<file path="src/rtl/sha256_msg_schedule_if.sv">
// Stream interface for the SHA-256 message scheduler:
// message words flow in, expanded schedule words flow out.
interface sha256_msg_schedule_if #(
  parameter int WORDSIZE = 32
);
  logic                in_valid;
  logic                in_ready;
  logic [WORDSIZE-1:0] in_data;
  logic                out_valid;
  logic                out_ready;
  logic [WORDSIZE-1:0] out_data;
  logic [5:0]          out_index;
  logic                out_last;

  modport master (
    output in_valid, in_data, out_ready,
    input  in_ready, out_valid, out_data, out_index, out_last
  );

  modport slave (
    input  in_valid, in_data, out_ready,
    output in_ready, out_valid, out_data, out_index, out_last
  );
endinterface

</file>
<file path="src/rtl/sha256_msg_schedule.sv">
// SHA-256 message schedule generator: loads W0..W15 into a 16-word window,
// then shifts the window once per output handshake while appending W(t+16).
module sha256_msg_schedule #(
  parameter int WORDSIZE = 32,
  parameter int ROUNDS   = 64
) (
  input logic                  clk,
  input logic                  rst_n,
  sha256_msg_schedule_if.slave bus
);

  typedef enum logic [0:0] {
    LOAD = 1'b0,
    EMIT = 1'b1
  } state_t;

  localparam logic [5:0] LAST_IDX = 6'(ROUNDS - 1);

  function automatic logic [WORDSIZE-1:0] rotr(input logic [WORDSIZE-1:0] x, input int n);
    return (x >> n) | (x << (WORDSIZE - n));
  endfunction

  function automatic logic [WORDSIZE-1:0] small_sigma0(input logic [WORDSIZE-1:0] x);
    return rotr(x, 7) ^ rotr(x, 18) ^ (x >> 3);
  endfunction

  function automatic logic [WORDSIZE-1:0] small_sigma1(input logic [WORDSIZE-1:0] x);
    return rotr(x, 17) ^ rotr(x, 19) ^ (x >> 10);
  endfunction

  state_t              state_r;
  state_t              state_nx_s;
  logic [3:0]          ld_cnt_r;
  logic [5:0]          t_cnt_r;
  logic                out_last_r;
  logic [WORDSIZE-1:0] win_r [16];
  logic                in_hs_s;
  logic                out_hs_s;
  logic [WORDSIZE-1:0] next_word_s;

  assign in_hs_s  = bus.in_valid  && (state_r == LOAD);
  assign out_hs_s = bus.out_ready && (state_r == EMIT);

  // Single 4-input modular adder producing W(t+16) from the current window.
  assign next_word_s = small_sigma1(win_r[14]) + win_r[9] + small_sigma0(win_r[1]) + win_r[0];

  // State register.
  always_ff @(posedge clk) begin
    if (!rst_n) begin
      state_r <= LOAD;
    end else begin
      state_r <= state_nx_s;
    end
  end

  // Next-state decode: LOAD ends on the 16th word, EMIT ends on the final round handshake.
  always_comb begin
    state_nx_s = state_r;
    case (state_r)
      LOAD: begin
        if (in_hs_s && (ld_cnt_r == 4'd15)) begin
          state_nx_s = EMIT;
        end else begin
          state_nx_s = LOAD;
        end
      end
      EMIT: begin
        if (out_hs_s && (t_cnt_r == LAST_IDX)) begin
          state_nx_s = LOAD;
        end else begin
          state_nx_s = EMIT;
        end
      end
      default: begin
        state_nx_s = LOAD;
      end
    endcase
  end

  // Load and round counters plus the registered last-word flag.
  always_ff @(posedge clk) begin
    if (!rst_n) begin
      ld_cnt_r   <= 4'd0;
      t_cnt_r    <= 6'd0;
      out_last_r <= 1'b0;
    end else begin
      // ld_cnt wraps 15 -> 0 on the final load word, ready for the next block.
      if (in_hs_s) begin
        ld_cnt_r <= ld_cnt_r + 4'd1;
      end else begin
        ld_cnt_r <= ld_cnt_r;
      end
      if (state_r == LOAD) begin
        t_cnt_r    <= 6'd0;
        out_last_r <= 1'b0;
      end else if (out_hs_s) begin
        if (t_cnt_r == LAST_IDX) begin
          t_cnt_r    <= 6'd0;
          out_last_r <= 1'b0;
        end else begin
          t_cnt_r    <= t_cnt_r + 6'd1;
          out_last_r <= ((t_cnt_r + 6'd1) == LAST_IDX);
        end
      end else begin
        t_cnt_r    <= t_cnt_r;
        out_last_r <= out_last_r;
      end
    end
  end

  // Message window: indexed writes while loading, shift-and-append while emitting.
  always_ff @(posedge clk) begin
    if (!rst_n) begin
      for (int i = 0; i < 16; i++) begin
        win_r[i] <= '0;
      end
    end else if (in_hs_s) begin
      win_r[ld_cnt_r] <= bus.in_data;
    end else if (out_hs_s) begin
      for (int i = 0; i < 15; i++) begin
        win_r[i] <= win_r[i+1];
      end
      win_r[15] <= next_word_s;
    end else begin
      for (int i = 0; i < 16; i++) begin
        win_r[i] <= win_r[i];
      end
    end
  end

  assign bus.in_ready  = (state_r == LOAD);
  assign bus.out_valid = (state_r == EMIT);
  assign bus.out_data  = win_r[0];
  assign bus.out_index = t_cnt_r;
  assign bus.out_last  = out_last_r;

endmodule

</file>
<file path="src/flat_wrapper.sv">
// flat-port wrapper written by rule: the top's interface ports become plain ports
module sha256_msg_schedule_flat 
#(
  parameter int WORDSIZE = 32,
  parameter int ROUNDS   = 64
)
  (clk, rst_n, bus_in_valid, bus_in_data, bus_out_ready, bus_in_ready, bus_out_valid, bus_out_data, bus_out_index, bus_out_last);
  sha256_msg_schedule_if #(.WORDSIZE(WORDSIZE)) bus_i ();
  input logic clk;
  input logic rst_n;
  input wire logic [$bits(bus_i.in_valid)-1:0] bus_in_valid;
  input wire logic [$bits(bus_i.in_data)-1:0] bus_in_data;
  input wire logic [$bits(bus_i.out_ready)-1:0] bus_out_ready;
  output wire logic [$bits(bus_i.in_ready)-1:0] bus_in_ready;
  output wire logic [$bits(bus_i.out_valid)-1:0] bus_out_valid;
  output wire logic [$bits(bus_i.out_data)-1:0] bus_out_data;
  output wire logic [$bits(bus_i.out_index)-1:0] bus_out_index;
  output wire logic [$bits(bus_i.out_last)-1:0] bus_out_last;
  assign bus_i.in_valid = bus_in_valid;
  assign bus_i.in_data = bus_in_data;
  assign bus_i.out_ready = bus_out_ready;
  assign bus_in_ready = bus_i.in_ready;
  assign bus_out_valid = bus_i.out_valid;
  assign bus_out_data = bus_i.out_data;
  assign bus_out_index = bus_i.out_index;
  assign bus_out_last = bus_i.out_last;
  sha256_msg_schedule #(.WORDSIZE(WORDSIZE), .ROUNDS(ROUNDS)) u_core (.clk(clk), .rst_n(rst_n), .bus(bus_i));
endmodule
</file>
<file path="config.mk">
export PLATFORM = sky130hd
export DESIGN_NAME = sha256_msg_schedule_flat
export DESIGN_NICKNAME = d
export VERILOG_FILES = /design/src/rtl/sha256_msg_schedule_if.sv /design/src/rtl/sha256_msg_schedule.sv /design/src/flat_wrapper.sv
export SDC_FILE = /design/constraint.sdc
export NUM_CORES = 1
export LEC_CHECK = 0
export BUFFER_PORTS_ARGS = -buffer_cell sky130_fd_sc_hd__buf_2
export CAP_MARGIN = 20
export CORE_UTILIZATION = 30
export DETAILED_ROUTE_END_ITERATION = 6
export SYNTH_ARGS = -nofsm -noshare
export SYNTH_HDL_FRONTEND = slang
export SYNTH_SLANG_ARGS = --single-unit
</file>
<file path="constraint.sdc">
create_clock -name clk -period 3.8 [get_ports clk]
set_input_delay 0 -clock clk [delete_from_list [all_inputs] [get_ports clk]]
set_output_delay 0 -clock clk [all_outputs]
set_load 0.005 [all_outputs]
</file>
# After elaboration in Yosys (flattened, before gate mapping)
# Memory sizes are Yosys's and may differ from the RTL's.
# Cells that the tools add are included.
[word_totals] ff_bits=12 latch_bits=0 mem_bits_rw=512 rom_bits=0 in_bits=36 out_inout_bits=41 elab_cells=112 n_memories=1
[op_classes] n_addsub=5 multipliers=0 div=0 n_lt_le_gt_ge=0 n_eq_ne=3 n_shift=0 n_mux=52 bitwise_logic=41 n_reduce_logical=6
[memory_table] memory="u_core.win_r" words=16 width=32 read_ports=16 rd_ports_with_merged_regs=0 write_ports=16 line_no="sha256_msg_schedule.sv:36" rtl="logic [WORDSIZE-1:0] win_r [16];"
[op_table] operator="$mux W32" count=33
[op_table] operator="$add A32 B32 Y32" count=3
[op_table] operator="$xor A32 B32 Y32" count=2
[op_table] operator="$or A1 B1 Y1" count=32
[op_table] operator="$or A13 B32 Y32" count=1
[op_table] operator="$or A14 B32 Y32" count=1
[op_table] operator="$or A15 B32 Y32" count=1
[op_table] operator="$or A25 B32 Y32" count=1
[op_table] operator="$reduce_or A32 Y1" count=1
[op_table] operator="$xor A32 B22 Y32" count=1
[op_table] operator="$xor A32 B29 Y32" count=1
[op_table] operator="$mux W1" count=16
[op_table] operator="$eq A6 B6 Y1 const B" count=2
[op_table] operator="$add A6 B1 Y6 const B" count=1
[op_table] operator="$mux W6" count=1
[op_table] operator="$add A4 B1 Y4 const B" count=1
[op_table] operator="$eq A4 B4 Y1 const B" count=1
[op_table] operator="$logic_and A1 B1 Y1" count=4
[op_table] operator="$mux W4" count=1
[op_table] operator="$pmux W1 S2" count=1
[op_table] operator="$reduce_and A2 Y1" count=1
[op_table] operator="$not A1 Y1" count=1

# Longest topological paths before layout
# An unclocked memory read counts as a cell.
[logic_depth] depth_word=9 mapped_depth=16 ltp_nobuf=16

# Least setup slack after synthesis
# Ideal clock, no wire load.
[synth_path] kind="register -> register" from="memory u_core.win_r[1][8]" to="memory u_core.win_r[15][29], data pin" setup_time_ps=264 t_arrival_ps=3567 required_ps=3536 setup_slack_ps=-30 path_stages_with_launch=17 n_path_buf=0 synth_period_minus_slack_ps=3830 cell_sequence="edfxtp_1 > xnor2_1 > xnor2_1 > fa_1 > inv_1 > fa_1 > inv_1 > ha_1 > inv_1 > fa_1 > and2b_1 > o2111ai_1 > a211oi_1 > o21ai_1 > a211oi_2 > o21a_1 > o31ai_1"
[synth_rtl] element="start: declaration" line_no="sha256_msg_schedule.sv:36"

==> flow_summary_export.csv <==
group,metric,value,unit
place,gp_congestion,0.975,
place,dp_hpwl,61.8,mm
floorplan,die_h,301,um
run_status,run_status,"finished, violations left",
sta,finalSetupViolCount,21,
floorplan,ios,77,
layout,antenna_cells,0,
power_and_ir_drop,ir_worst_vdd,702,uV
synth,syn_area_per_cell,11.7,um2
sta,tightestPinTransition,917,ps
clock_tree,htreeDepth,2,
clock_tree,cts_buffer_depth,3,
floorplan,placementRows,109,
routing,drt_wl_total,92.3,mm
floorplan,die_area,90300,um2
sta,skew,90.8,ps
synth,synth_top_area_share,57.5,%
synth,async_flop_share,0,%
synth,synth.distinct_cells,59,
synth,ys_ff_latch,524,
power_and_ir_drop,power_density,726,nW/um2
clock_tree,numCtsBuffers,55,
floorplan,chipWidth,301,um
critical_path,required,4190,ps
global_routing,antenna_found_initial,4,
place,dp_slack,-389,ps
synth,ys_warn_count,0,
critical_path,endpoint_kind,"register",
run,maxCapViolations,0,
place,port_buffers,76,
floorplan,fp.coreArea,88400,um2
critical_path,timing.rr.end,"u_core.win_r[15][31]$_DFFE_PP_",
clock_tree,cts_tree,"done",
hold_path,hp-class,"in2reg",
routing,firstDrtPassIters,6,
sta,hold_violations,0,
synth,netlist_area,26700,um2
hold_path,hold_end,"u_core.win_r[15][23]$_DFFE_PP_",
sta,drv_slew,0,
routing,drt_iter0_drc,2218,
routing,antenna_left,0,
global_routing,grt_use_total,20.1,%
clock_tree,root_buffer,"clkbuf_16",
synth,synth_common_cells,"edfxtp_1 (512), nand2_1 (399), a22o_1 (320)",
synth,synthTopCellsByArea,"edfxtp_1 (57%), a22o_1 (10%), nand2_1 (5.6%)",
synth,synth_most_common_cell,"edfxtp_1",
routing,post_drt_wl_per_cell,24.9,um
global_routing,grt_pass1_wl,132,mm
layout,utilization,37.7,%
clock_tree,clk_pin_slew,70,ps
synth,synth_cells,2277,
sta,layout_min_cycle_time,4050,ps
sta,setup_ws,-250,ps
floorplan,initial_utilization,30.3,%
critical_path,r2r_slack,-250,ps
critical_path,cp.arrival,4440,ps
routing,routed_via_density,5.25,
hold_path,min_path_cells,3,
sta,max-slew-margin-rel,38.6,%
critical_path,rr_worst_depth,15,
layout,instances_no_fill,3708,
place,dp_cells,3551,
synth,yosysTopAreaCell,"edfxtp_1",
routing,vias,19500,
critical_path,setup.worst_path.class,"reg2reg",
clock_tree,worstSkewPairLatency,660,ps
layout,area_growth,24.6,%
synth,synth_nets,2412,
global_routing,grt_overflow,0,
power_and_ir_drop,leakagePower,12.5,nW
synth,synth_edf_count,512,
clock_tree,clkSinkCount,524,
layout,nets,2638,
synth,seq_area_frac_synth,58.4,%
sta,max_freq,247,MHz
hold_path,hold_start,"bus_in_data[23]",
routing,drc,0,
critical_path,worst-path-max-fanout,4,
sta,period_share,107,%
global_routing,grt_pass1_vias,18500,
run_status,violations,"negative setup slack",
layout,drive_gt1_share,24.7,%
synth,synth-main-ff-cell,"edfxtp_1",
critical_path,start_kind,"register",
global_routing,grt_max_degree,97,
layout,fillers,8458,
critical_path,r2r-start,"u_core.win_r[14][20]$_DFFE_PP_",
power_and_ir_drop,p_total,0.0242,W
sta,rsz0062_at_grt,"yes",
how the worst max path moves through the flow:
stage / from / endpoint / slack (ps) / cells after the start
global placement: u_core.win_r[1][26]$_DFFE_PP_ / u_core.win_r[15][30]$_DFFE_PP_ / -440 / 14
global route: u_core.win_r[14][1]$_DFFE_PP_ / u_core.win_r[15][31]$_DFFE_PP_ / -330 / 16
finish: u_core.win_r[14][20]$_DFFE_PP_ / u_core.win_r[15][31]$_DFFE_PP_ / -250 / 15
floorplan: u_core.win_r[1][8]$_DFFE_PP_ / u_core.win_r[15][29]$_DFFE_PP_ / 40 / 16
CTS: u_core.win_r[14][11]$_DFFE_PP_ / u_core.win_r[15][31]$_DFFE_PP_ / -160 / 17
detailed placement: u_core.win_r[1][26]$_DFFE_PP_ / u_core.win_r[15][30]$_DFFE_PP_ / -390 / 14
through the flow:
stage | hold slack (ps) | instance area, um2 | setup TNS [ps]
3_3_place_gp | 386 | 29800 | -5900
2_1_floorplan | 210 | 26700 | 0
6_report | 35.9 | 33300 | -2210
3_5_place_dp | 392 | 29800 | -5920
5_1_grt | 31.6 | 33300 | -5170
4_1_cts | 9.20 | 32600 | -1560
metal layers:
metal	track usage [%]	part of all wire, %	up-vias
li1	-	-	8608
met1	28.0	42	9783
met2	31.4	45	923
met3	3.65	9.1	161
met4	6.54	3.6	6
met5	0	0.035	-
cells in the final DEF (no fill, tap or decap), drive strengths merged, types with 11 or more instances in the layout:
cell type	Yosys	final
fa	62	62
ha	37	37
xor2	27	27
nor2	39	39
dfxtp	12	12
clkinv	0	24
buf	103	351
nand3	13	13
inv	158	160
dlygate4sd3	0	22
edfxtp	512	512
a21oi	81	81
xnor2	124	124
nand2	399	399
clkbuf	101	64
nor3	11	11
o21ai	182	182
a22o	320	320
timing repair:
item	4_1_cts	5_1_grt
hold buffers	22	0
pin swaps	48	42
endpoints found under the setup margin	25	25
setup buffers	21	20
cloned	0	0
resized for setup	117	100
hold endpoints to repair	92	0
report_power, final:
group | switching [W] | internal, W
combinational | 0.00602 | 0.00544
sequential | 0.000349 | 0.00700
clock | 0.00242 | 0.00295
critical path, cell delays in order (launching register included):
cell	delay [ps]
edfxtp_1	520
xnor2_1	270
xnor2_1	120
fa_1	490
inv_1	50
fa_1	470
inv_1	50
ha_1	330
and2b_2	240
o2111ai_4	250
nand2_2	120
buf_6	140
a21bo_4	200
a211o_1	290
xnor2_2	150
o21ai_1	90
sequential cells by signal, summed over array words and instances, names as in the netlist:
signal / count
u_core.win_r: 512
u_core.bus.out_index: 6
u_core.bus.out_last: 1
u_core.ld_cnt_r: 4
u_core.bus.out_valid: 1
logic make-up after synthesis:
family	count (synthesis)	synth area share (%)
flops	524	58.4
compound gates	634	17.0
xor+xnor	151	4.95
simple gates	507	7.79
buf+inv	362	5.52
fa+ha+maj	99	6.37
cell type report:
cell class / count / area (um2) / area share, %
inverter: 158 / 593 / 1.78
clock inverter: 33 / 355 / 1.07
multi-input combinational: 1391 / 11100 / 33.3
timing repair buffer: 373 / 2790 / 8.38
tap: 1165 / 1460 / 4.37
clock buffer: 64 / 1410 / 4.23
sequential: 524 / 15600 / 46.9
(Power assumes the default switching activity.)
